`config.mk`:
```
export PLATFORM = sky130hd
export DESIGN_NAME = bus_mux_reg_flat
export DESIGN_NICKNAME = d
export VERILOG_FILES = /design/src/rtl/bus_mux_reg_if.sv /design/src/rtl/bus_mux_reg.sv /design/src/flat_wrapper.sv
export SDC_FILE = /design/constraint.sdc
export NUM_CORES = 1
export LEC_CHECK = 0
export CAP_MARGIN = 10
export CORE_AREA = 4 4 340 342
export CTS_CLUSTER_SIZE = 12
export DETAILED_ROUTE_END_ITERATION = 6
export DIE_AREA = 0 0 344 346
export GPL_ROUTABILITY_DRIVEN = 0
export SYNTH_ARGS = -nofsm -noshare
export SYNTH_HDL_FRONTEND = slang
export SYNTH_SLANG_ARGS = --single-unit
```
`constraint.sdc`:
```
create_clock -name clk -period 5.4 [get_ports clk]
set_clock_uncertainty 0.05 [all_clocks]
set_input_delay 1.35 -clock clk [delete_from_list [all_inputs] [get_ports clk]]
set_output_delay 1.35 -clock clk [all_outputs]
set_load 0.01 [all_outputs]
```
`src/rtl/bus_mux_reg_if.sv`:
```
// Source/bus bundle for bus_mux_reg. The conflict_cnt signal exists only when
// BUS_CONFLICT_CNT_EN is defined.
interface bus_mux_reg_if #(
  parameter int WIDTH = 32,
  parameter int NSRC  = 25
);
  localparam int SELW = $clog2(NSRC);

  logic [NSRC*WIDTH-1:0] src_data;
  logic [NSRC-1:0]       src_en;
  logic                  clr_sticky;
  logic [WIDTH-1:0]      bus_out;
  logic                  bus_valid;
  logic [SELW-1:0]       sel_enc;
  logic                  conflict;
  logic                  conflict_sticky;
`ifdef BUS_CONFLICT_CNT_EN
  logic [7:0]            conflict_cnt;
`endif

  // master: whoever owns the sources; slave: the mux itself
  modport master (
`ifdef BUS_CONFLICT_CNT_EN
    input  conflict_cnt,
`endif
    output src_data, src_en, clr_sticky,
    input  bus_out, bus_valid, sel_enc, conflict, conflict_sticky
  );

  modport slave (
`ifdef BUS_CONFLICT_CNT_EN
    output conflict_cnt,
`endif
    input  src_data, src_en, clr_sticky,
    output bus_out, bus_valid, sel_enc, conflict, conflict_sticky
  );
endinterface

```
`src/rtl/bus_mux_reg.sv`:
```
// Registered one-hot CPU bus mux: lowest-index priority, conflict pulse and a
// sticky fault FSM. BUS_CONFLICT_CNT_EN adds a saturating conflict counter.
module bus_mux_lane #(
    parameter int WIDTH = 32,
    parameter int SELW  = 5,
    parameter int IDX   = 0
) (
    input  logic             en,
    input  logic             any_below,
    input  logic [WIDTH-1:0] data,
    output logic             multi,
    output logic [WIDTH-1:0] data_m,
    output logic [SELW-1:0]  idx_m
);
    logic hit;

    // A lane wins only if no lower-index lane is enabled
    assign hit    = en & ~any_below;
    assign multi  = en & any_below;
    assign data_m = hit ? data : '0;
    assign idx_m  = hit ? SELW'(IDX) : '0;
endmodule

module bus_mux_reg #(
    parameter int WIDTH        = 32,
    parameter int NSRC         = 25,
    parameter int HOLD_ON_IDLE = 1
) (
    input  logic          clk,
    input  logic          reset,
    bus_mux_reg_if.slave  bus
);
    localparam int SELW = $clog2(NSRC);

    typedef enum logic [1:0] {S_IDLE, S_DRIVE, S_FAULT} state_t;

    state_t state_q, state_d;

    logic [NSRC-1:0][WIDTH-1:0] src_w;
    logic [NSRC-1:0][WIDTH-1:0] data_m;
    logic [NSRC-1:0][SELW-1:0]  idx_m;
    logic [NSRC-1:0]            below;
    logic [NSRC-1:0]            multi;

    logic [WIDTH-1:0] data_sel;
    logic [SELW-1:0]  idx_sel;
    logic             any_en;
    logic             conflict_d;

    logic [WIDTH-1:0] bus_q;
    logic [SELW-1:0]  sel_q;
    logic             valid_q;
    logic             conflict_q;
    logic             sticky_q;

    assign src_w = bus.src_data;

    genvar gi;
    generate
        for (gi = 0; gi < NSRC; gi++) begin : g_lane
            // Mask of all lanes strictly below this one
            localparam logic [NSRC-1:0] LOW = (NSRC'(1) << gi) - NSRC'(1);
            assign below[gi] = |(bus.src_en & LOW);

            bus_mux_lane #(
                .WIDTH (WIDTH),
                .SELW  (SELW),
                .IDX   (gi)
            ) u_lane (
                .en        (bus.src_en[gi]),
                .any_below (below[gi]),
                .data      (src_w[gi]),
                .multi     (multi[gi]),
                .data_m    (data_m[gi]),
                .idx_m     (idx_m[gi])
            );
        end
    endgenerate

    // At most one lane is a hit, so OR-reduction acts as the mux
    always_comb begin
        data_sel = '0;
        idx_sel  = '0;
        for (int i = 0; i < NSRC; i++) begin
            data_sel = data_sel | data_m[i];
            idx_sel  = idx_sel  | idx_m[i];
        end
    end

    assign any_en     = |bus.src_en;
    assign conflict_d = |multi;

    always_ff @(posedge clk) begin
        if (reset) state_q <= S_IDLE;
        else       state_q <= state_d;
    end

    always_comb begin
        state_d = state_q;
        case (state_q)
            S_IDLE, S_DRIVE: begin
                if (conflict_d)  state_d = S_FAULT;
                else if (any_en) state_d = S_DRIVE;
                else             state_d = S_IDLE;
            end
            S_FAULT: begin
                // A fresh conflict beats the clear request
                if (!conflict_d && bus.clr_sticky)
                    state_d = any_en ? S_DRIVE : S_IDLE;
            end
            default: state_d = S_IDLE;
        endcase
    end

    always_ff @(posedge clk) begin
        if (reset) begin
            bus_q      <= '0;
            sel_q      <= '0;
            valid_q    <= 1'b0;
            conflict_q <= 1'b0;
            sticky_q   <= 1'b0;
        end else begin
            if (any_en) begin
                bus_q <= data_sel;
                sel_q <= idx_sel;
            end else if (HOLD_ON_IDLE == 0) begin
                bus_q <= '0;
            end
            valid_q    <= any_en;
            conflict_q <= conflict_d;
            sticky_q   <= (state_d == S_FAULT);
        end
    end

    assign bus.bus_out         = bus_q;
    assign bus.sel_enc         = sel_q;
    assign bus.bus_valid       = valid_q;
    assign bus.conflict        = conflict_q;
    assign bus.conflict_sticky = sticky_q;

`ifdef BUS_CONFLICT_CNT_EN
    logic [7:0] cnt_q;

    always_ff @(posedge clk) begin
        if (reset) begin
            cnt_q <= '0;
        end else if (conflict_d) begin
            // Clear coinciding with a conflict restarts the count at that conflict
            if (bus.clr_sticky)       cnt_q <= 8'd1;
            else if (cnt_q != 8'hFF)  cnt_q <= cnt_q + 8'd1;
        end else if (bus.clr_sticky) begin
            cnt_q <= '0;
        end
    end

    assign bus.conflict_cnt = cnt_q;
`endif
endmodule

```
`src/flat_wrapper.sv`:
```
// flat-port wrapper written by rule: the top's interface ports become plain ports
module bus_mux_reg_flat 
#(
    parameter int WIDTH        = 32,
    parameter int NSRC         = 25,
    parameter int HOLD_ON_IDLE = 1
)
  (clk, reset, bus_src_data, bus_src_en, bus_clr_sticky, bus_bus_out, bus_bus_valid, bus_sel_enc, bus_conflict, bus_conflict_sticky);
  bus_mux_reg_if #(.WIDTH(WIDTH), .NSRC(NSRC)) bus_i ();
  input  logic clk;
  input  logic reset;
  input wire logic [$bits(bus_i.src_data)-1:0] bus_src_data;
  input wire logic [$bits(bus_i.src_en)-1:0] bus_src_en;
  input wire logic [$bits(bus_i.clr_sticky)-1:0] bus_clr_sticky;
  output wire logic [$bits(bus_i.bus_out)-1:0] bus_bus_out;
  output wire logic [$bits(bus_i.bus_valid)-1:0] bus_bus_valid;
  output wire logic [$bits(bus_i.sel_enc)-1:0] bus_sel_enc;
  output wire logic [$bits(bus_i.conflict)-1:0] bus_conflict;
  output wire logic [$bits(bus_i.conflict_sticky)-1:0] bus_conflict_sticky;
  assign bus_i.src_data = bus_src_data;
  assign bus_i.src_en = bus_src_en;
  assign bus_i.clr_sticky = bus_clr_sticky;
  assign bus_bus_out = bus_i.bus_out;
  assign bus_bus_valid = bus_i.bus_valid;
  assign bus_sel_enc = bus_i.sel_enc;
  assign bus_conflict = bus_i.conflict;
  assign bus_conflict_sticky = bus_i.conflict_sticky;
  bus_mux_reg #(.WIDTH(WIDTH), .NSRC(NSRC), .HOLD_ON_IDLE(HOLD_ON_IDLE)) u_core (.clk(clk), .reset(reset), .bus(bus_i));
endmodule
```
[Word level (Yosys, flattened, before mapping)]
Index checks and enable logic that the tools add are counted.
Operators by class
  equal/unequal tests: 3
  muxes and demuxes: 53
  bitwise operators: 119
  reductions and logical operators: 29
Operators with widths (count)
  32-bit two-way mux: 25
  32-bit OR: 24
  1-bit AND: 48
  24-bit OR reduction: 2
  5-bit two-way mux: 9
  5-bit OR: 9
  5-bit by 4-bit OR with 5-bit output: 8
  4-bit two-way mux: 8
  25-bit OR reduction: 1
  1-bit inverter: 24
  23-bit OR reduction: 1
  22-bit OR reduction: 1
  21-bit OR reduction: 1
  5-bit by 3-bit OR with 5-bit output: 4
  20-bit OR reduction: 1
  19-bit OR reduction: 1
  18-bit OR reduction: 1
  17-bit OR reduction: 1
  16-bit OR reduction: 1
  15-bit OR reduction: 1
  14-bit OR reduction: 1
  13-bit OR reduction: 1
  3-bit two-way mux: 4
  12-bit OR reduction: 1
  20 further kinds: 26
Word-level totals
  bits in registers: 42
  output and inout bits: 40

[Logic depth before layout (Yosys ltp)]
Gate-level depths: netlist of the first run.
  word-level depth: 27
  gate-level depth with buffers: 10

[Cells and area by module]
From an unflattened synthesis of the first run, not the netlist that was laid out.
Unflattened totals
  cells, all modules: 1762
  area, all modules: 13536.7 um2
By module, submodules not included
  bus_mux_lane at u_core.g_lane[10].u_lane ...: times used 24, cells an instance 46, area each 375.4 um2, sequential area each 0.0 um2
  bus_mux_reg: times used 1, cells an instance 613, area each 4129.0 um2, sequential area each 840.8 um2
  bus_mux_lane at u_core.g_lane[0].u_lane: times used 1, cells an instance 45, area each 399.1 um2, sequential area each 0.0 um2

[Worst setup path before layout of the first run]
No wires, ideal clock.
  kind: in2reg
  start point: input port bus_src_en[18]
  end point: register u_core.bus_q[24] (netlist: u_core.bus.bus_out[24])
  setup time: 0.088 ns
  arrival: 3.274 ns
  data required time: 5.262 ns
  slack: 1.988 ns
  stages: 9
  path buffers: 3
  cell sequence: buf_6 -> or4_4 -> or4_4 -> buf_6 -> buf_6 -> a211oi_2 -> a221oi_1 -> and3_1 -> a311oi_2
Between the ends
  word-level cells in the longest chain between the ends: 10
RTL lines
  start, declared: RTL line flat_wrapper.sv:13  | input wire logic [$bits(bus_i.src_en)-1:0] bus_src_en;
  19-bit OR reduction: RTL line bus_mux_reg.sv:63  | assign below[gi] = |(bus.src_en & LOW);
  1-bit inverter: RTL line bus_mux_reg.sv:18  | assign hit = en & ~any_below;
  1-bit AND: RTL line bus_mux_reg.sv:18
  32-bit two-way mux: RTL line bus_mux_reg.sv:20  | assign data_m = hit ? data : '0;
  32-bit OR (6 in a row): RTL line bus_mux_reg.sv:85  | data_sel = data_sel | data_m[i];
  end signal, assigned: RTL line bus_mux_reg.sv:124  | bus_q <= data_sel;
  end, declared: RTL line bus_mux_reg.sv:50  | logic [WIDTH-1:0] bus_q;
Parallel ways exist; a longest one is shown, timed or not.
A chain may end at the register's enable or synchronous reset.

[Final worst setup path of the first run]
  start point: input port bus_src_en[2]
  end point: register u_core.bus_q[14] (netlist: u_core.bus.bus_out[14])
Between the ends
  word-level cells in the longest chain between the ends: 26
RTL lines (RTL line)
  3-bit OR reduction: bus_mux_reg.sv:63
  1-bit inverter: bus_mux_reg.sv:18
  1-bit AND: bus_mux_reg.sv:18
  32-bit two-way mux: bus_mux_reg.sv:20
  32-bit OR (22 in a row): bus_mux_reg.sv:85
Parallel ways exist; a longest one is shown, timed or not.

==> results of run 1 <==
==> per-layer routing <==
metal,vias up,GRT usage [%],part of all wire [%]
li1,6193,-,-
met1,6998,23.9,43
met5,-,0,0.15
met4,26,3.12,1.7
met3,130,4.47,9.0
met2,985,30.5,46
==> area by class of cell <==
cell class              count  share of cell area, %
well taps                1500                   9.99
inverters                   4                 0.0799
repair buffers            948                   49.5
clock inverters             3                  0.153
diodes                     19                  0.253
flip-flops and latches     42                   4.47
clock buffers               5                  0.666
multi-input cells         908                   34.9
==> how the worst max path moves through the flow <==
stage	to	cells past startpoint	slack [ps]	from
floorplan	u_core.bus.bus_out[24]	9	1990	bus_src_en[18]
global placement	u_core.bus.bus_out[8]	8	450	bus_src_en[2]
finish	u_core.bus.bus_out[14]	8	740	bus_src_en[2]
detailed placement	u_core.bus.bus_out[8]	8	410	bus_src_en[2]
global route	u_core.bus.bus_out[8]	8	710	bus_src_en[2]
CTS	u_core.bus.bus_out[8]	8	760	bus_src_en[2]
==> logic make-up after synthesis <==
group	count (synthesis)	share of synthesized area, %
compound gates	519	56.0
fa+ha+maj	3	0.379
buf+inv	144	8.07
flops	42	10.6
simple gates	386	25.0
==> flip-flops by register name, indices dropped and copies added, names as in the netlist <==
| name | count |
|---|---|
| u_core.bus.conflict | 1 |
| u_core.bus.sel_enc | 5 |
| u_core.state_q | 2 |
| u_core.bus.bus_valid | 1 |
| u_core.bus.conflict_sticky | 1 |
| u_core.bus.bus_out | 32 |
==> per-stage QoR <==
| step | area (sq um) | std cells | worst slack [ps] | utilization, % |
|---|---|---|---|---|
| 3_5_place_dp | 18600 | 3402 | 414 | 16.5 |
| 3_3_place_gp | 18600 | 3402 | 445 | 16.5 |
| 6_report | 18800 | 3429 | 744 | 16.7 |
| 4_1_cts | 18700 | 3410 | 763 | 16.7 |
| 5_1_grt | 18800 | 3415 | 713 | 16.7 |
| 2_1_floorplan | 7930 | 1094 | 1990 | - |
==> report_power, final <==
part	switching (uW)	total (uW)	internal [uW]
Clock	178	356	179
Sequential	17.5	349	331
Combinational	545	1270	721
==> critical path: stages <==
cell,delay [ps]
clkdlybuf4s50_1,620
or3_2,660
buf_4,320
a21oi_1,80
a221o_1,260
a221oi_1,920
and3_1,420
a311oi_2,130
==> layout by cell type, fill, tap and decap left out, types with 32 or more instances in the layout <==
master | netlist | layout
nor2_1 | 85 | 84
o21ai_0 | 42 | 41
a221oi_1 | 63 | 63
clkdlybuf4s50_1 | 0 | 856
buf_4 | 3 | 76
a22oi_1 | 99 | 99
and3_1 | 35 | 33
nand2_1 | 144 | 142
nand2b_1 | 32 | 32
a221o_1 | 61 | 61
dfxtp_1 | 42 | 42
a222oi_1 | 61 | 61
a21oi_1 | 73 | 73
==> run metrics, run 1 <==
Synth area leaders dfxtp_1, a22oi_1, a221o_1, a222oi_1, a221oi_1; total gr overflow 0; # fillers 12751; outcome complete, but fails checks; Vert. Die Dim 346 microns; Final Hold Violating Endpoints 0; Post-synth EDFFs 0; Min-Delay Path Class reg -> reg; mean routed wirelength per cell 33.8 microns; antenna-violating nets left 0; 1st-iter DRT viols 1502; PD cells 105 nW/um^2; antenna violations before repair 88; worst-margin pin slew 1300 ps; Post-Route Setup TNS 0 ps; postcts setup bufs 0; Syn Inst Count 1094; drt first pass iters 7; Seq/Total Area, Yosys 10.6%; reg2reg start u_core.bus.sel_enc[3]; mapped cell area 7930 sq um; largest net degree at the start of global routing 69; TritonCTS clock tree done; H-tree levels 2; crit path time final 4660 ps; period utilization 86.2%; Rel. slew slack 13.1%; top cell types by occurrence after synthesis nand2_1, clkbuf_1, a22oi_1; Syn Nets 1922; FF+latch area 841 sq um; # hold bufs at CTS 0; mean area per synthesized cell 7.25 sq um; hold slack 466 ps; final WL 116000 microns; leakage dissipation 0.00598 uW; CP arrival 4790 ps; clk_lat worst skew 310 ps; clock buffer count from CTS 5; capturing point of the worst reg2reg path u_core.bus.sel_enc[3]; Worst Hold Depth 2; Setup Crit Path Kind in -> reg; Reg clk slew, reported paths 80 ps; CTS sink count 42; Peak VDD IR 146 uV; Max-Cap Viols 0; first-pass GRT wire length 144000 microns; WHS Endpoint u_core.bus.bus_out[22]; largest area contributor in the synthesized netlist dfxtp_1; cell with the most instances after synthesis nand2_1; num rows 123; Yosys top cell area share 10.6%; Vias/cell 4.18; Die Area 119000 sq um; FF-to-FF path depth 4; Detailed Place HPWL 103000 microns; post-cts sizing count 0; Area growth syn-to-layout 137%; RSZ-0062 raised after global routing no; failing checks DRC; clk buf depth 2; # nets final 2737; Synth Flop Type dfxtp_1; vias in the first global route 14188; final routed DRC violation total 20; initial core utilization 7.06%; via count 14332; total chip power 1970 uW; fmax 0.215 GHz; YS warnings 0; Slew Viols, Final 0; area of the multi-input gates 6550 sq um; core area 112000 sq um; Worst setup EP type flop; post-synthesis register bit count 42; Worst EP required 5530 ps; clock root buffer clkbuf_16; reg2reg setup slack 4440 ps; Synth async-reset ratio 0%; Startpoint Class input port; Max Fanout on Critical Path 26; Ports 868; Final Setup Violations 0; fraction of layout cells with a size suffix above 1 9.58%; Cell variety after synth 57; IO Port Bufs 867; hold wc startpoint u_core.bus.bus_out[22]; gr usage total 18.2%; Die Wd 344 microns
No activity file was read; power rests on OpenSTA's default activity.
==> run 2: changes to the inputs <==
--- a/config.mk
+++ b/config.mk
@@ -11,6 +11,7 @@
 export DETAILED_ROUTE_END_ITERATION = 6
 export DIE_AREA = 0 0 344 346
 export GPL_ROUTABILITY_DRIVEN = 0
+export GPL_TIMING_DRIVEN = 0
 export SYNTH_ARGS = -nofsm -noshare
 export SYNTH_HDL_FRONTEND = slang
 export SYNTH_SLANG_ARGS = --single-unit
==> run 2 against run 1 <==
Compared with the run above:
- the run now ends clean
- critical path type unchanged
- worst hold slack worse by 6.8 ps
- die area unchanged
- worst setup slack worse by 730 ps
- critical endpoint is now u_core.bus.bus_out[4]
- final cell count up 2.0%
- clock-buffer cell count up 1
- non-clock buffer count up 65
- wire length up 4.7%
- sequential share of layout area about the same
==> run metrics, run 2 (synthesis gave the netlist of run 1 again) <==
Cell Area, Placed 18500 sq um (was 18600 sq um); clock buffer count from CTS 5 (unchanged); Vert. Die Dim 346 microns (unchanged); period utilization 99.7% (was 86.2%); worst-margin pin slew 1300 ps (about the same); most frequent cells in the layout clkdlybuf4s50_1, nand2_1, clkbuf_1, a22oi_1, nor2_1 (was clkdlybuf4s50_1, nand2_1, a22oi_1, nor2_1, buf_4); clk buf depth 2 (unchanged); Vias/cell 4.16 (was 4.18); first-pass GRT wire length 148000 microns (was 144000 microns); Slew Viols, Final 0 (unchanged); Detailed Place HPWL 110000 microns (was 103000 microns); Comb power frac 64.6% (was 64.2%); pre-CTS setup slack -941 ps (was 414 ps); total gr overflow 0 (unchanged); final worst setup slack 15.9 ps (was 744 ps); CTS sink count 42 (unchanged); Final Setup Violations 0 (unchanged); commonest non-fill, non-tap cell in the layout clkdlybuf4s50_1 (unchanged); Peak VDD IR 100 uV (was 146 uV); # nets final 2802 (was 2737); fmax 0.186 GHz (was 0.215 GHz); Reg clk slew, reported paths 80 ps (about the same); final routed DRC violation total 0 (was 20); Die Area 119000 sq um (unchanged); Switching Power 725 uW (was 741 uW); PD cells 103 nW/um^2 (was 105 nW/um^2); Max-Cap Viols 0 (unchanged); Worst EP required 5580 ps (was 5530 ps); Clock power frac 17.6% (was 18.1%); # hold bufs at CTS 0 (unchanged); mean routed wirelength per cell 34.7 microns (was 33.8 microns); sequential share of power 17.8% (was 17.7%); TritonCTS clock tree done (unchanged); leakage dissipation 0.00592 uW (was 0.00598 uW); max FFs per register 32 (unchanged); hold wc startpoint u_core.bus.bus_out[20] (was u_core.bus.bus_out[22]); Die Wd 344 microns (unchanged); drt first pass iters 6 (was 7); Worst setup EP type flop (unchanged); RSZ-0062 raised after global routing no (unchanged); CP max stage delay 800 ps (was 920 ps); antenna violations before repair 83 (was 88); internal power 1210 uW (was 1230 uW); Max Fanout on Critical Path 11 (was 26); Area growth syn-to-layout 138% (was 137%); initial core utilization 7.06% (unchanged); vias in the first global route 14235 (was 14188); Ports 868 (unchanged); IO Port Bufs 862 (was 867); H-tree levels 2 (unchanged); CP Cell Sequence clkdlybuf4s50_1, buf_2, nor2b_1, buf_4, clkbuf_1, a22oi_1, o21ai_0, a221oi_1, and3_1, a311oi_2 (was clkdlybuf4s50_1, or3_2, buf_4, a21oi_1, a221o_1, a221oi_1, and3_1, a311oi_2); clock root buffer clkbuf_16 (unchanged); Min-Delay Path Class reg -> reg (unchanged); capturing point of the worst reg2reg path u_core.bus.sel_enc[3] (unchanged); num rows 123 (unchanged); Setup Crit Path Kind in -> reg (unchanged); Final Hold Violating Endpoints 0 (unchanged); final WL 121000 microns (was 116000 microns); Finished Cell Area 18900 sq um (was 18800 sq um); reg2reg start u_core.bus.sel_enc[3] (unchanged); Rel. slew slack 13.2% (was 13.1%); via count 14550 (was 14332); antenna-violating nets left 0 (unchanged); largest net degree at the start of global routing 14 (was 69); reg2reg setup slack 4430 ps (was 4440 ps); outcome complete, no violations (was complete, but fails checks); CP max stage cell o21ai_0 (was a221oi_1); total chip power 1940 uW (was 1970 uW); Worst Hold Depth 2 (unchanged); fraction of layout cells with a size suffix above 1 6.99% (was 9.58%); CP arrival 5560 ps (was 4790 ps); gr usage total 19.2% (was 18.2%); hold slack 460 ps (was 466 ps); FF-to-FF path depth 4 (unchanged); crit path time final 5380 ps (was 4660 ps); WHS Endpoint u_core.bus.bus_out[20] (was u_core.bus.bus_out[22]); Startpoint Class input port (unchanged); clk_lat worst skew 310 ps (about the same); 1st-iter DRT viols 1925 (was 1502); switching share of power 37.4% (was 37.6%); core area 112000 sq um (unchanged)
-- run 2: cell types whose count changed in the layout (fill, tap and decap cells not counted), moves of 3 or more --
| cell | before | now |
|---|---|---|
| clkbuf_1 | 0 | 101 |
| buf_4 | 76 | 11 |
| buf_2 | 10 | 22 |
| buf_6 | 0 | 9 |
| a221oi_1 | 63 | 55 |
| a221oi_2 | 0 | 8 |
| clkdlybuf4s50_1 | 856 | 862 |
| buf_12 | 6 | 2 |
| clkbuf_2 | 0 | 4 |
| diode_2 | 19 | 23 |
| nor2b_1 | 3 | 6 |
| nor2b_4 | 3 | 0 |
-- run 2: critical path: cells and delay by family --
| kind | cells | cell delay [ps] |
|---|---|---|
| buffers and inverters | 4 | 1780 |
| AO/OA/AOI/OAI | 4 | 1520 |
| AND/OR/NAND/NOR | 2 | 890 |
-- run 2: through the flow --
step | setup TNS [ps] | util, % | instances
after floorplan | 0 | - | 1094
after global placement | -23000 | 16.4 | 3456
after detailed placement | -16040 | 16.5 | 3462
after CTS | 0 | 16.7 | 3476
after global routing | 0 | 16.7 | 3482
final | 0 | 16.8 | 3498
-- run 2: layout make-up --
class,count,area (sq um)
antenna,23,57.6
buffer,139,632
clock buffer,6,129
clock inverter,2,13.8
fill,12726,93500
inverter,4,15.0
multi-input combinational,908,6530
sequential,42,841
tap,1500,1880
timing repair buffer,874,8750
-- run 2: worst max-delay path by stage --
stage / end / cells after the start / startpoint
after floorplan: u_core.bus.bus_out[24] / 9 / bus_src_en[18]
after global routing: u_core.bus.bus_out[0] / 10 / bus_src_en[7]
after CTS: u_core.bus.bus_out[8] / 10 / bus_src_en[7]
after global placement: u_core.bus.bus_out[5] / 9 / bus_src_en[16]
after detailed placement: u_core.bus.bus_out[11] / 8 / bus_src_en[0]
final: u_core.bus.bus_out[4] / 10 / bus_src_en[7]
-- run 2: routing by layer --
| metal | vias to the layer above | GRT usage, % | routed length, microns |
|---|---|---|---|
| li1 | 6340 | - | - |
| met1 | 7040 | 24.2 | 50000 |
| met2 | 994 | 33.2 | 58000 |
| met3 | 142 | 4.44 | 10500 |
| met4 | 34 | 3.75 | 2740 |
| met5 | - | 0 | 228 |
-- run 2: power groups by stage --
| stage | clock network, uW | logic (uW) | registers [uW] |
|---|---|---|---|
| after CTS | 352 | 1260 | 344 |
| after global routing | 354 | 1310 | 347 |
| final | 340 | 1250 | 345 |
| after detailed placement | 0 | 1250 | 352 |
| after global placement | 0 | 1250 | 351 |
| after floorplan | 0 | 272 | 359 |
-- run 2: repair_timing --
| item | 4_1_cts | 5_1_grt |
|---|---|---|
| pin swaps | 2 | 0 |
| buffers inserted | 6 | 0 |
| gates resized for setup | 14 | 4 |
| setup endpoints to repair | 23 | 5 |
